`src/rtl/line_follow_sequencer.sv`:
```
`default_nettype none
// ============================================================================
//  Module   : line_follow_sequencer
//  Purpose  : Mode controller for the line-follower robot. It samples the
//             three filtered sensor bits every cycle and sequences the robot
//             through these modes:
//               - normal line tracking
//               - a lost-line grace period
//               - a two-direction spin search
//               - a timed straight crossing of intersections
//               - a latched fault
//             It drives the speed/direction commands of the two PWM motor
//             channels and counts intersections crossed.
//
//  Ports    : clk          system clock, all state changes on posedge
//             rst          asynchronous active-high reset
//             enable       run request; low forces IDLE
//             sensors[2:0] {left,middle,right}; 0 = line under that sensor
//             left_speed   left PWM duty command (registered)
//             right_speed  right PWM duty command (registered)
//             dirL, dirR   wheel directions, 1 = forward (registered)
//             state[2:0]   current state encoding
//             xcount[7:0]  intersections crossed, saturating at 255
//             fault        high while in FAULT
//
//  Revision : 1.0  initial release
// ============================================================================
module line_follow_sequencer #(
  parameter logic [7:0]  MAX           = 8'd15,
  parameter logic [7:0]  HALF          = 8'd3,
  parameter logic [15:0] LOST_CYCLES   = 16'd1000,
  parameter logic [15:0] SEARCH_CYCLES = 16'd2000,
  parameter logic [15:0] CROSS_CYCLES  = 16'd500
) (
  input  logic       clk,
  input  logic       rst,
  input  logic       enable,
  input  logic [2:0] sensors,
  output logic [7:0] left_speed,
  output logic [7:0] right_speed,
  output logic       dirL,
  output logic       dirR,
  output logic [2:0] state,
  output logic [7:0] xcount,
  output logic       fault
);

  typedef enum logic [2:0] {
    ST_IDLE      = 3'd0,
    ST_FOLLOW    = 3'd1,
    ST_LOST_WAIT = 3'd2,
    ST_SEARCH    = 3'd3,
    ST_CROSS     = 3'd4,
    ST_FAULT     = 3'd5
  } state_t;

  // Search progress. The second sweep lasts two SEARCH_CYCLES periods; it is
  // split into two halves so every timeout stays a 16-bit equality on cnt,
  // even when 2*SEARCH_CYCLES would not fit in the counter.
  typedef enum logic [1:0] {
    PH_FIRST   = 2'd0,
    PH_SECOND0 = 2'd1,
    PH_SECOND1 = 2'd2
  } phase_t;

  localparam logic [2:0] ALL_WHITE = 3'b111;
  localparam logic [2:0] ALL_BLACK = 3'b000;

  state_t      cur_state, nxt_state;
  phase_t      phase, phase_nxt;
  logic [15:0] cnt, cnt_nxt;
  logic        last_side, last_side_nxt;
  logic        sweep, sweep_nxt;
  logic [7:0]  lspd_nxt, rspd_nxt;
  logic        dirl_nxt, dirr_nxt;
  logic [7:0]  xcount_nxt;
  logic        fault_nxt;

  // Steering decode of the sampled pattern. steer_hit is low for the two
  // patterns (all white / all black) that carry no steering information; in
  // that case FOLLOW keeps whatever speeds were last commanded.
  logic        steer_hit;
  logic [7:0]  steer_l, steer_r;
  logic        side_set, side_val;

  always_comb begin
    steer_hit = 1'b1;
    steer_l   = MAX;
    steer_r   = MAX;
    side_set  = 1'b0;
    side_val  = 1'b0;
    case (sensors)
      3'b101: begin end                 // centred
      3'b010: begin end                 // middle-only white: glitch, ignored
      3'b001: begin steer_l = HALF;  side_set = 1'b1; side_val = 1'b0; end
      3'b011: begin steer_l = 8'd0;  side_set = 1'b1; side_val = 1'b0; end
      3'b100: begin steer_r = HALF;  side_set = 1'b1; side_val = 1'b1; end
      3'b110: begin steer_r = 8'd0;  side_set = 1'b1; side_val = 1'b1; end
      default: steer_hit = 1'b0;
    endcase
  end

  // Next-state logic. Outputs are derived from the state being entered, so
  // the registered outputs always match the state register after each edge.
  always_comb begin
    nxt_state     = cur_state;
    phase_nxt     = phase;
    cnt_nxt       = cnt + 16'd1;
    last_side_nxt = last_side;
    sweep_nxt     = sweep;
    lspd_nxt      = left_speed;
    rspd_nxt      = right_speed;
    dirl_nxt      = dirL;
    dirr_nxt      = dirR;
    xcount_nxt    = xcount;

    if (!enable) begin
      nxt_state = ST_IDLE;
    end else begin
      case (cur_state)
        ST_IDLE: nxt_state = ST_FOLLOW;

        ST_FOLLOW: begin
          if (sensors == ALL_WHITE) begin
            nxt_state = ST_LOST_WAIT;
          end else if (sensors == ALL_BLACK) begin
            nxt_state = ST_CROSS;
            if (xcount != 8'hFF) xcount_nxt = xcount + 8'd1;
          end
        end

        // Reacquisition is tested before the timeout so it wins a tie.
        ST_LOST_WAIT: begin
          if (sensors != ALL_WHITE) begin
            nxt_state = ST_FOLLOW;
          end else if (cnt == LOST_CYCLES - 16'd1) begin
            nxt_state = ST_SEARCH;
            sweep_nxt = last_side;
            phase_nxt = PH_FIRST;
          end
        end

        ST_SEARCH: begin
          if (sensors != ALL_WHITE) begin
            nxt_state = ST_FOLLOW;
          end else if (cnt == SEARCH_CYCLES - 16'd1) begin
            case (phase)
              PH_FIRST: begin
                sweep_nxt = ~sweep;
                phase_nxt = PH_SECOND0;
                cnt_nxt   = 16'd0;
              end
              PH_SECOND0: begin
                phase_nxt = PH_SECOND1;
                cnt_nxt   = 16'd0;
              end
              default: nxt_state = ST_FAULT;
            endcase
          end
        end

        ST_CROSS: begin
          if (cnt == CROSS_CYCLES - 16'd1) nxt_state = ST_FOLLOW;
        end

        ST_FAULT: nxt_state = ST_FAULT;

        default: nxt_state = ST_IDLE;
      endcase
    end

    // cnt restarts on every state entry and only runs in timed states.
    if ((nxt_state != cur_state) ||
        !((nxt_state == ST_LOST_WAIT) || (nxt_state == ST_SEARCH) ||
          (nxt_state == ST_CROSS))) begin
      cnt_nxt = 16'd0;
    end

    case (nxt_state)
      ST_FOLLOW: begin
        dirl_nxt = 1'b1;
        dirr_nxt = 1'b1;
        if (steer_hit) begin
          lspd_nxt = steer_l;
          rspd_nxt = steer_r;
        end
        if (side_set) last_side_nxt = side_val;
      end
      ST_LOST_WAIT: begin
        // coast on the last steering command
      end
      ST_SEARCH: begin
        // spin in place: sweep=0 turns left, sweep=1 turns right
        lspd_nxt = HALF;
        rspd_nxt = HALF;
        dirl_nxt = sweep_nxt;
        dirr_nxt = ~sweep_nxt;
      end
      ST_CROSS: begin
        lspd_nxt = MAX;
        rspd_nxt = MAX;
        dirl_nxt = 1'b1;
        dirr_nxt = 1'b1;
      end
      default: begin                    // IDLE and FAULT: motors stopped
        lspd_nxt = 8'd0;
        rspd_nxt = 8'd0;
        dirl_nxt = 1'b1;
        dirr_nxt = 1'b1;
      end
    endcase

    fault_nxt = (nxt_state == ST_FAULT);
  end

  always_ff @(posedge clk or posedge rst) begin
    if (rst) begin
      cur_state   <= ST_IDLE;
      phase       <= PH_FIRST;
      cnt         <= 16'd0;
      last_side   <= 1'b0;
      sweep       <= 1'b0;
      left_speed  <= 8'd0;
      right_speed <= 8'd0;
      dirL        <= 1'b1;
      dirR        <= 1'b1;
      xcount      <= 8'd0;
      fault       <= 1'b0;
    end else begin
      cur_state   <= nxt_state;
      phase       <= phase_nxt;
      cnt         <= cnt_nxt;
      last_side   <= last_side_nxt;
      sweep       <= sweep_nxt;
      left_speed  <= lspd_nxt;
      right_speed <= rspd_nxt;
      dirL        <= dirl_nxt;
      dirR        <= dirr_nxt;
      xcount      <= xcount_nxt;
      fault       <= fault_nxt;
    end
  end

  assign state = cur_state;

endmodule
`default_nettype wire

```
`config.mk`:
```
export PLATFORM = sky130hd
export DESIGN_NAME = line_follow_sequencer
export DESIGN_NICKNAME = d
export VERILOG_FILES = /design/src/rtl/line_follow_sequencer.sv
export SDC_FILE = /design/constraint.sdc
export NUM_CORES = 1
export LEC_CHECK = 0
export CELL_PAD_IN_SITES_DETAIL_PLACEMENT = 1
export CELL_PAD_IN_SITES_GLOBAL_PLACEMENT = 2
export CORE_ASPECT_RATIO = 1.75
export CORE_MARGIN = 5
export CORE_UTILIZATION = 30
export CTS_BUF_LIST = sky130_fd_sc_hd__clkbuf_16
export DETAILED_ROUTE_END_ITERATION = 6
export GPL_ROUTABILITY_DRIVEN = 0
export PLACE_DENSITY = 0.72
export SETUP_SLACK_MARGIN = 0.15
export SLEW_MARGIN = 20
export SYNTH_ARGS = -nofsm -noshare
export SYNTH_HDL_FRONTEND = slang
export SYNTH_SLANG_ARGS = --single-unit
```
`constraint.sdc`:
```
create_clock -name clk -period 2.4 [get_ports clk]
set_input_delay 0.36 -clock clk [delete_from_list [all_inputs] [get_ports clk]]
set_output_delay 0.36 -clock clk [all_outputs]
set_load 0.1 [all_outputs]
```
Word level (Yosys, flattened, before mapping)
Index checks and enable logic that the tools add are counted.
{"block": "word_totals", "mem_bits_ro": 0, "mem_bits_rw": 0, "inputBits": 6, "elab_cells": 103, "latch_bits": 0, "reg_bits": 50, "n_memories": 0, "out_inout_bits": 30}
{"block": "op_classes", "n_shift": 0, "mux": 40, "mul": 0, "eq_ne": 30, "reduce_logical": 16, "n_bitwise": 4, "div_mod_pow": 0, "order_cmp": 0, "add_sub_neg": 2}
{"cell": "2-to-1 mux 16 bit", "n": 6}
{"cell": "one-hot mux 8 bit (4 select lines)", "n": 2}
{"cell": "2-to-1 mux 3 bit", "n": 9}
{"cell": "== test 3 bit, second input constant", "n": 8}
{"cell": "== test 3 x 2 -> 1 bit, second input constant", "n": 6}
{"cell": "one-hot mux 3 bit (6 select lines)", "n": 1}
{"cell": "adder 16 x 1 -> 16 bit, second input constant", "n": 1}
{"cell": "== test 16 x 10 -> 1 bit, second input constant", "n": 1}
{"cell": "== test 16 x 11 -> 1 bit, second input constant", "n": 1}
{"cell": "== test 16 x 9 -> 1 bit, second input constant", "n": 1}
{"cell": "2-to-1 mux 8 bit", "n": 2}
{"cell": "one-hot mux 4 bit (2 select lines)", "n": 2}
{"cell": "inequality test 2 bit, second input constant", "n": 5}
{"cell": "== test 3 x 1 -> 1 bit, second input constant", "n": 3}
{"cell": "2-to-1 mux 1 bit", "n": 9}
{"cell": "adder 8 x 1 -> 8 bit, second input constant", "n": 1}
{"cell": "2-to-1 mux 2 bit", "n": 4}
{"cell": "inequality test 8 bit, second input constant", "n": 1}
{"cell": "one-hot mux 2 bit (2 select lines)", "n": 2}
{"cell": "AND reduction 7 bit", "n": 1}
{"cell": "logical NOT 3 bit", "n": 2}
{"cell": "one-hot mux 1 bit (2 select lines)", "n": 3}
{"cell": "OR reduction 6 bit", "n": 1}
{"cell": "AND reduction 5 bit", "n": 1}
{"cell": "other kinds (12)", "n": 19}

Depth between registers and ports, before layout
Gate-level depths: netlist of the first run.
{"block": "depth", "depth_word": 13, "ltp_mapped": 10, "depth_no_buf": 8}

Worst setup path before layout of the first run
OpenSTA, ideal clock, no wires.
{"block": "synth_path", "kind": "flip-flop to flip-flop", "startpoint": "reg cnt[0]", "endpoint": "reg cnt[10]", "path_slack_ps": -268, "setup_time_ps": 119, "path_buffers": 1, "t_arrival_ps": 2549, "stages_incl_launch_ff": 10, "cell_sequence": "dfrtp_1 -> ha_1 -> nand3_1 -> or4_1 -> or3_4 -> or4_1 -> and4_4 -> o21ai_4 -> buf_6 -> nor2_1"}
{"block": "synth_between", "elab_chain_cells": 11, "word_cells_on_any_way": 25, "cone_classes": "add/sub: 1; eq/ne: 7; mux: 13; reduce/logical: 4"}
{"element": "start: declaration", "line_no": "71", "rtl": "logic [15:0] cnt, cnt_nxt;"}
{"element": "start signal: assignment", "line_no": "232", "rtl": "cnt <= cnt_nxt;"}
{"element": "== test 16 x 11 -> 1 bit / == test 16 x 10 -> 1 bit (equally long branches)", "line_no": "146, 136"}
{"element": "2-to-1 mux 3 bit (on tied branches)", "line_no": "146, 136"}
{"element": "2-to-1 mux 3 bit (on tied branches)", "line_no": "144, 134"}
{"element": "one-hot mux 3 bit (6 select lines)", "line_no": "120", "rtl": "case (cur_state)"}
{"element": "2-to-1 mux 3 bit", "line_no": "117", "rtl": "if (!enable) begin"}
{"element": "== test 3 x 2 -> 1 bit", "line_no": "174", "rtl": "!((nxt_state == ST_LOST_WAIT) || (nxt_state == ST_SEARCH) ||"}
{"element": "logical OR 1 bit (2 in series)", "line_no": "174"}
{"element": "logical NOT 1 bit", "line_no": "174"}
{"element": "logical OR 1 bit", "line_no": "173", "rtl": "if ((nxt_state != cur_state) ||"}
{"element": "2-to-1 mux 16 bit *", "line_no": "173"}
{"element": "named net cnt_nxt[10]", "line_no": "71"}
The timed path passes the listed nets; every way through them passes the cells marked *.
A chain may end at the register's enable or synchronous reset.

Worst setup path in the final report of the first run
{"block": "layout_path", "startpoint": "reg cnt[1]", "endpoint": "reg cnt[4]"}
The elaborated chain is that of the path after synthesis.

==> impl_metrics.py, run 1 <==
metrics = {
    "status": {
        "status": "finished, violations left",
        "violations": "negative setup slack",
    },
    "hold_path": {
        "holdCritPathClass": "flip-flop to flip-flop",
        "worstHoldStart": "xcount[7]$_DFFE_PP0P_",
        "whs_endpoint": "xcount[7]$_DFFE_PP0P_",
        "holdPathStages": 1,
    },
    "critical_path": {
        "worstSetupPathType": "flip-flop to flip-flop",
        "regToRegStartpoint": "cnt[1]$_DFF_PP0_",
        "crit_fanout": 16,
        "reg2reg_depth": 9,
        "worstSetupEndpointType": "flip-flop",
        "worstReg2RegEnd": "cnt[4]$_DFF_PP0_",
        "critPathRequiredTime_ps": 2570,
        "cp-start-kind": "flip-flop",
        "worst-r2r-setup-slack_ps": -200,
        "cp_data_arrival_time_ps": 2770,
    },
    "final_layout": {
        "antenna_cells": 0,
        "drive_gt1_share_pct": 34.67,
        "nFillCells": 857,
        "final_common_cell": "buf_4",
        "fin_nets": 309,
        "postLayoutCoreUtil_pct": 41.55,
        "final_cells": 386,
        "multiInputGateArea_um2": 1210,
        "final_cell_mix": "buf_4 (61), nor2_1 (34), dfrtp_1 (34)",
        "area_growth_pct": 34.49,
        "register_area_um2": 955.9,
    },
    "clock_tree": {
        "clk_pin_slew_ps": 60,
        "clk_path_buf_depth": 2,
        "cts_hold_buf": 0,
        "cts_tree": "built",
        "clock_latency_ps": 280,
        "cts_root_buf": "clkbuf_16",
        "numCtsBuffers": 5,
        "clock_sinks": 38,
        "h-tree-depth": 2,
    },
    "power_and_ir_drop": {
        "cellLeakagePower_nw": 1.339,
        "peakVddDrop_v": 0.0003101,
        "powerDensity_nw_per_um2": 653.9,
    },
    "logic_synthesis": {
        "syn_area_um2": 2235,
        "muxShareOfSynthArea_pct": 1.512,
        "ys_types": 55,
        "yosys.area_share.adder_pct": 2.240,
        "synthFlopType": "dfrtp_1",
        "synthSimpleGateAreaFrac_pct": 25.76,
        "synth_compound_area_share_pct": 11.42,
        "ys_warn_count": 0,
        "synthArstFlopShare_pct": 100.0,
        "synth_top_family_by_area": "simple AND/OR/NAND/NOR gates",
        "ys_seq_area_share_pct": 42.67,
        "synth_xor_area_share_pct": 8.231,
        "synth_seq_cells": 38,
        "synth_edf_count": 0,
        "synth_cells": 232,
        "syn_area_per_cell_um2": 9.632,
    },
    "floorplanning": {
        "start_util_pct": 30.89,
        "fp-row-count": 41,
        "core_um2": 7233,
        "ios": 36,
        "die_w_um": 75.24,
        "die_area_um2": 9343,
        "die_height_um": 124.2,
    },
    "sta": {
        "tightest_slew_ps": 515.5,
        "finalCriticalPeriod_ps": 2600,
        "fin_ws_ps": -199.7,
        "setup_viol": 25,
        "period_share_pct": 108.3,
        "slew_headroom_pct": 65.63,
        "setup_tns_ps": -4298,
        "clock-skew-final_ps": 3.077,
        "fmax_mhz": 384.7,
        "rsz0062_at_grt": "yes",
        "slew_violations": 0,
        "final-hold-violation-count": 0,
        "whs_ps": 494.8,
    },
    "placed_design": {
        "dp.cells": 375,
        "dpl.hpwl_um": 4448,
        "dp_slack_ps": -304.4,
        "io_buffers": 27,
    },
    "detailed_routing": {
        "drt_first_pass_iters": 4,
        "drtIter0Drc": 94,
        "totalWireLength_um": 5843,
        "num_vias": 1924,
        "drt-wirelength-per-cell_um": 15.14,
        "vias_per_cell": 4.984,
        "drc": 0,
        "drt.antenna.violating_nets": 0,
    },
    "flow_run": {
        "drv_cap": 0,
    },
    "global_route": {
        "grt_pass1_wl_um": 10100,
        "grt_pass1_vias": 2131,
        "overflow": 0,
        "antenna_found_initial": 0,
        "grt_max_degree": 39,
        "gr-usage-all-layers_pct": 14.21,
    },
}
-- worst max-delay path: stages, from the launching register on --
cell,delay [ps]
dfrtp_1,380
ha_4,170
nand3_2,80
or4_1,520
or3_4,410
or4_1,400
and4_4,170
o21ai_4,150
buf_12,160
nor2_1,50
-- logic make-up after synthesis --
group / count (synthesis)
multiplexers: 3
AND/OR/NAND/NOR: 105
XOR/XNOR: 21
AO/OA/AOI/OAI: 32
buffers and inverters: 28
adder cells (fa/ha/maj): 4
other: 1
flip-flops: 38
-- flip-flops by register name, summed over array words and instances, names as in the netlist --
signal       count
dirL             1
sweep            1
dirR             1
xcount           8
phase            2
fault            1
last_side        1
state            3
left_speed       2
cnt             16
right_speed      2
-- per-layer routing --
layer	routed length, um	share of wire (%)	track usage, %	vias up
met1	2062	35	14.43	963
li1	-	-	-	915
met5	0	0	0	-
met2	3386	58	26.58	31
met4	193	3.3	6.783	0
met3	201	3.4	2.908	15
-- synth_stat cells (all sizes together), types with 2 or more instances --
library cell  instances  area (um2)
dfrtp                36       900.9
a21o                  2       15.01
and3                  4       25.02
mux2                  3       33.78
o21ai                 8       62.56
nand3                14       70.07
or3                   3       23.77
buf                  15       120.1
a21oi                 5       25.02
or2                   4       25.03
nor2b                 4       25.02
xnor2                14       122.6
nor2                 36       135.1
inv                  12       45.04
nor3                  6       30.03
and2                  2       13.77
xor2                  7       61.31
nand2b                2       12.51
nand4                 5       46.29
a22oi                 4       30.03
o21a                  2       15.01
or4                   4       35.03
dfstp                 2       52.55
ha                    4       50.05
nand2                13       48.80
o31ai                 2       28.78
-- through the flow --
step / instance area (um2) / power, mW
after detailed placement: 2786 / 1.354
after global routing: 3005 / 2.058
after global placement: 2786 / 1.349
after CTS: 2970 / 1.998
after floorplan: 2292 / 1.233
final: 3005 / 1.965
-- final cells by class --
cell class | count | share of cell area [%]
clock buffers | 5 | 4.163
clock inverters | 3 | 0.3747
inverters | 12 | 1.499
multi-input cells | 173 | 40.26
flip-flops and latches | 38 | 31.81
well taps | 86 | 3.580
repair buffers | 69 | 18.32
-- power by group --
| group | total (mW) | switching, mW | leakage (nW) | internal [mW] |
|---|---|---|---|---|
| Clock | 0.625 | 0.252 | 0.0776 | 0.373 |
| Sequential | 0.718 | 0.0374 | 0.509 | 0.680 |
| Combinational | 0.622 | 0.479 | 0.752 | 0.144 |
| Total | 1.97 | 0.768 | 1.34 | 1.20 |
-- how the worst max path moves through the flow --
stage | from | endpoint | slack (ps) | depth (start not counted)
global placement | cnt[13]$_DFF_PP0_ | dirL$_DFFE_PP1P_ | -260 | 7
CTS | cnt[13]$_DFF_PP0_ | last_side$_DFFE_PP0P_ | -260 | 8
finish | cnt[1]$_DFF_PP0_ | cnt[4]$_DFF_PP0_ | -200 | 9
floorplan | cnt[0]$_DFF_PP0_ | cnt[8]$_DFF_PP0_ | -160 | 9
global route | cnt[0]$_DFF_PP0_ | last_side$_DFFE_PP0P_ | -360 | 9
detailed placement | cnt[13]$_DFF_PP0_ | dirL$_DFFE_PP1P_ | -300 | 7
-- repair_timing --
item	4_1_cts	5_1_grt
resized for setup	9	5
setup endpoints to repair	29	29
buffers inserted	1	2
pin swaps	6	5
No activity file was read; power rests on OpenSTA's default activity.
==> inputs of run 2 (changes only) <==
- CAP_MARGIN: default -> 5
- CORE_UTILIZATION: 30 -> 33
- PLACE_DENSITY: 0.72 -> 0.75
- clock period: 2.4 -> 2.5 ns (I/O delays scaled with it)
==> run 2 against run 1 <==
  * The flow still finishes with violations (negative setup slack)
  * Wire length rose by 1.2%
  * Fmax decreased by 1.9%
  * Critical path depth fell by 1
  * Cell area grew 1.8%
  * Global-route usage rose by 0.57 points
  * Clock skew up 4.7 ps
  * Register-to-register slack improved by 50 ps
  * Clock power down 3.5%
  * Final cell count shrank 1.8%
  * Highest routed layer unchanged
==> impl_metrics.py, run 2 (synthesized netlist as in run 1, its figures left out) <==
metrics = {
    "final_layout": {
        "drive_gt1_share_pct": 37.37,
        "register_area_um2": 954.7,
        "largest_reg_flops": 16,
        "antenna_cells": 0,
        "nFillCells": 748,
        "multiInputGateArea_um2": 1255,
        "finalInstanceArea_um2": 3060,
        "fin_nets": 306,
        "final_cell_mix": "buf_4 (54), dfrtp_1 (35), nor2_1 (22)",
        "final_common_cell": "buf_4",
        "regMostFlops": "cnt",
        "area_growth_pct": 36.95,
    },
    "critical_path": {
        "worstSetupPathType": "flip-flop to flip-flop",
        "critical_path.top_delay_family": "simple AND/OR/NAND/NOR gates",
        "cpPeakStageDelay_ps": 560,
        "worstSetupEndpointType": "flip-flop",
        "worst-r2r-setup-slack_ps": -150,
        "cpMostUsedCell": "or4_4",
        "path_buf_inv": 2,
        "cp_data_arrival_time_ps": 2820,
        "cp-start-kind": "flip-flop",
        "cp_slowest_cell": "or4_4",
        "critPathRequiredTime_ps": 2670,
        "crit_chain": "or4_4 -> buf_6 -> or3_4 -> or4_4 -> and4_4 -> o21ai_4 -> clkbuf_16 -> nor2_2",
        "crit_fanout": 8,
    },
    "power_and_ir_drop": {
        "power.total_mw": 1.891,
        "powerDensity_nw_per_um2": 618.0,
        "peakVddDrop_v": 0.0004053,
        "cellLeakagePower_nw": 1.339,
    },
    "flow_run": {
        "drv_cap": 0,
    },
    "clock_tree": {
        "cts_tree": "built",
        "clk_pin_slew_ps": 60,
        "clock_latency_ps": 280,
        "clock_sinks": 38,
        "h-tree-depth": 2,
        "clk_path_buf_depth": 2,
        "cts_root_buf": "clkbuf_16",
        "numCtsBuffers": 5,
    },
    "sta": {
        "setup_tns_ps": -2233,
        "slew_headroom_pct": 62.07,
        "clock-skew-final_ps": 7.795,
        "fin_ws_ps": -150.3,
        "finalCriticalPeriod_ps": 2650,
        "rsz0062_at_grt": "yes",
        "final-hold-violation-count": 0,
        "tightest_slew_ps": 568.3,
        "fmax_mhz": 377.3,
        "setup_viol": 21,
        "slew_violations": 0,
        "period_share_pct": 106.0,
    },
    "floorplanning": {
        "ios": 36,
        "fp-row-count": 39,
        "die_w_um": 72.21,
        "die_area_um2": 8582,
        "die_height_um": 118.9,
        "start_util_pct": 33.92,
        "core_um2": 6588,
    },
    "hold_path": {
        "holdCritPathClass": "primary input to async pin",
    },
    "detailed_routing": {
        "vias_per_cell": 4.971,
        "drt-wirelength-per-cell_um": 15.60,
        "drc": 0,
        "drt.antenna.violating_nets": 0,
        "drt_first_pass_iters": 4,
        "drtIter0Drc": 36,
        "num_vias": 1884,
        "totalWireLength_um": 5912,
    },
    "global_route": {
        "grt_use_met3_pct": 2.614,
        "gr-usage-all-layers_pct": 14.78,
        "busiest_layer": "met2",
        "overflow": 0,
        "grt_max_degree": 27,
        "antenna_found_initial": 0,
        "use_met2_pct": 27.74,
        "grt_pass1_vias": 2090,
        "met1_usage_pct": 15.35,
        "grt_pass1_wl_um": 9991,
    },
    "status": {
        "violations": "negative setup slack",
        "status": "finished, violations left",
    },
    "placed_design": {
        "io_buffers": 27,
        "dpl-instance-area_um2": 2748,
        "dp_slack_ps": -146.4,
        "dpl.hpwl_um": 4471,
    },
}
==> run 2: worst paths after layout <==
| check | start | to | cells after the start |
|---|---|---|---|
| max | cnt[13]$_DFF_PP0_ | cnt[13]$_DFF_PP0_ | 8 |
| min | rst | right_speed[2]$_DFFE_PP0P_ | 2 |
| max reg2reg | cnt[13]$_DFF_PP0_ | cnt[13]$_DFF_PP0_ | 8 |
| min reg2reg | xcount[7]$_DFFE_PP0P_ | xcount[7]$_DFFE_PP0P_ | 1 |
| max in group asynchronous | rst | cnt[5]$_DFF_PP0_ | 3 |
| min in group clk | xcount[7]$_DFFE_PP0P_ | xcount[7]$_DFFE_PP0P_ | 1 |
==> run 2: timing repair <==
action                     4_1_cts  5_1_grt
gates cloned                     0        1
pin swaps                        8       11
setup endpoints to repair       25       27
resized for setup                9       22
hold buffers                     0        0
buffers inserted                 1        4
==> run 2: through the flow <==
| step | cells | utilization [%] | hold slack [ps] |
|---|---|---|---|
| floorplan | 239 | - | 424.0 |
| global placement | 365 | 41.71 | 478.9 |
| detailed placement | 365 | 41.71 | 494.8 |
| CTS | 374 | 44.43 | 458.3 |
| global route | 379 | 46.46 | 504.2 |
| finish | 379 | 46.46 | 442.5 |
==> run 2: where the power goes <==
group | total [mW] | switching (mW) | leakage [nW] | internal [mW]
logic | 0.600 | 0.462 | 0.756 | 0.138
registers | 0.688 | 0.0366 | 0.511 | 0.652
clock network | 0.603 | 0.243 | 0.0724 | 0.360
total | 1.89 | 0.741 | 1.34 | 1.15
==> run 2: final cells by class <==
type	count	share of cell area [%]
Clock buffer	5	4.088
Clock inverter	3	0.4088
Inverter	12	1.472
Multi-Input combinational cell	173	41.01
Sequential cell	38	31.19
Tap cell	82	3.352
Timing Repair Buffer	66	18.48
==> run 2: worst register-to-register path, cell delays in order, from the launching register on <==
cell,delay [ps]
dfrtp_1,390
or4_4,560
buf_6,140
or3_4,370
or4_4,420
and4_4,170
o21ai_4,230
clkbuf_16,210
nor2_2,40
==> run 2: layer usage <==
layer / vias up / routed length [um]
met5: - / 0
met2: 31 / 3489
met1: 944 / 2122
met4: 0 / 137
met3: 8 / 163
li1: 901 / -
==> inputs of run 3 (changes only) <==
- HOLD_SLACK_MARGIN: default -> 0.15
==> results of run 3 <==
Final layout, timing and power as in run 2 (identical DEF).
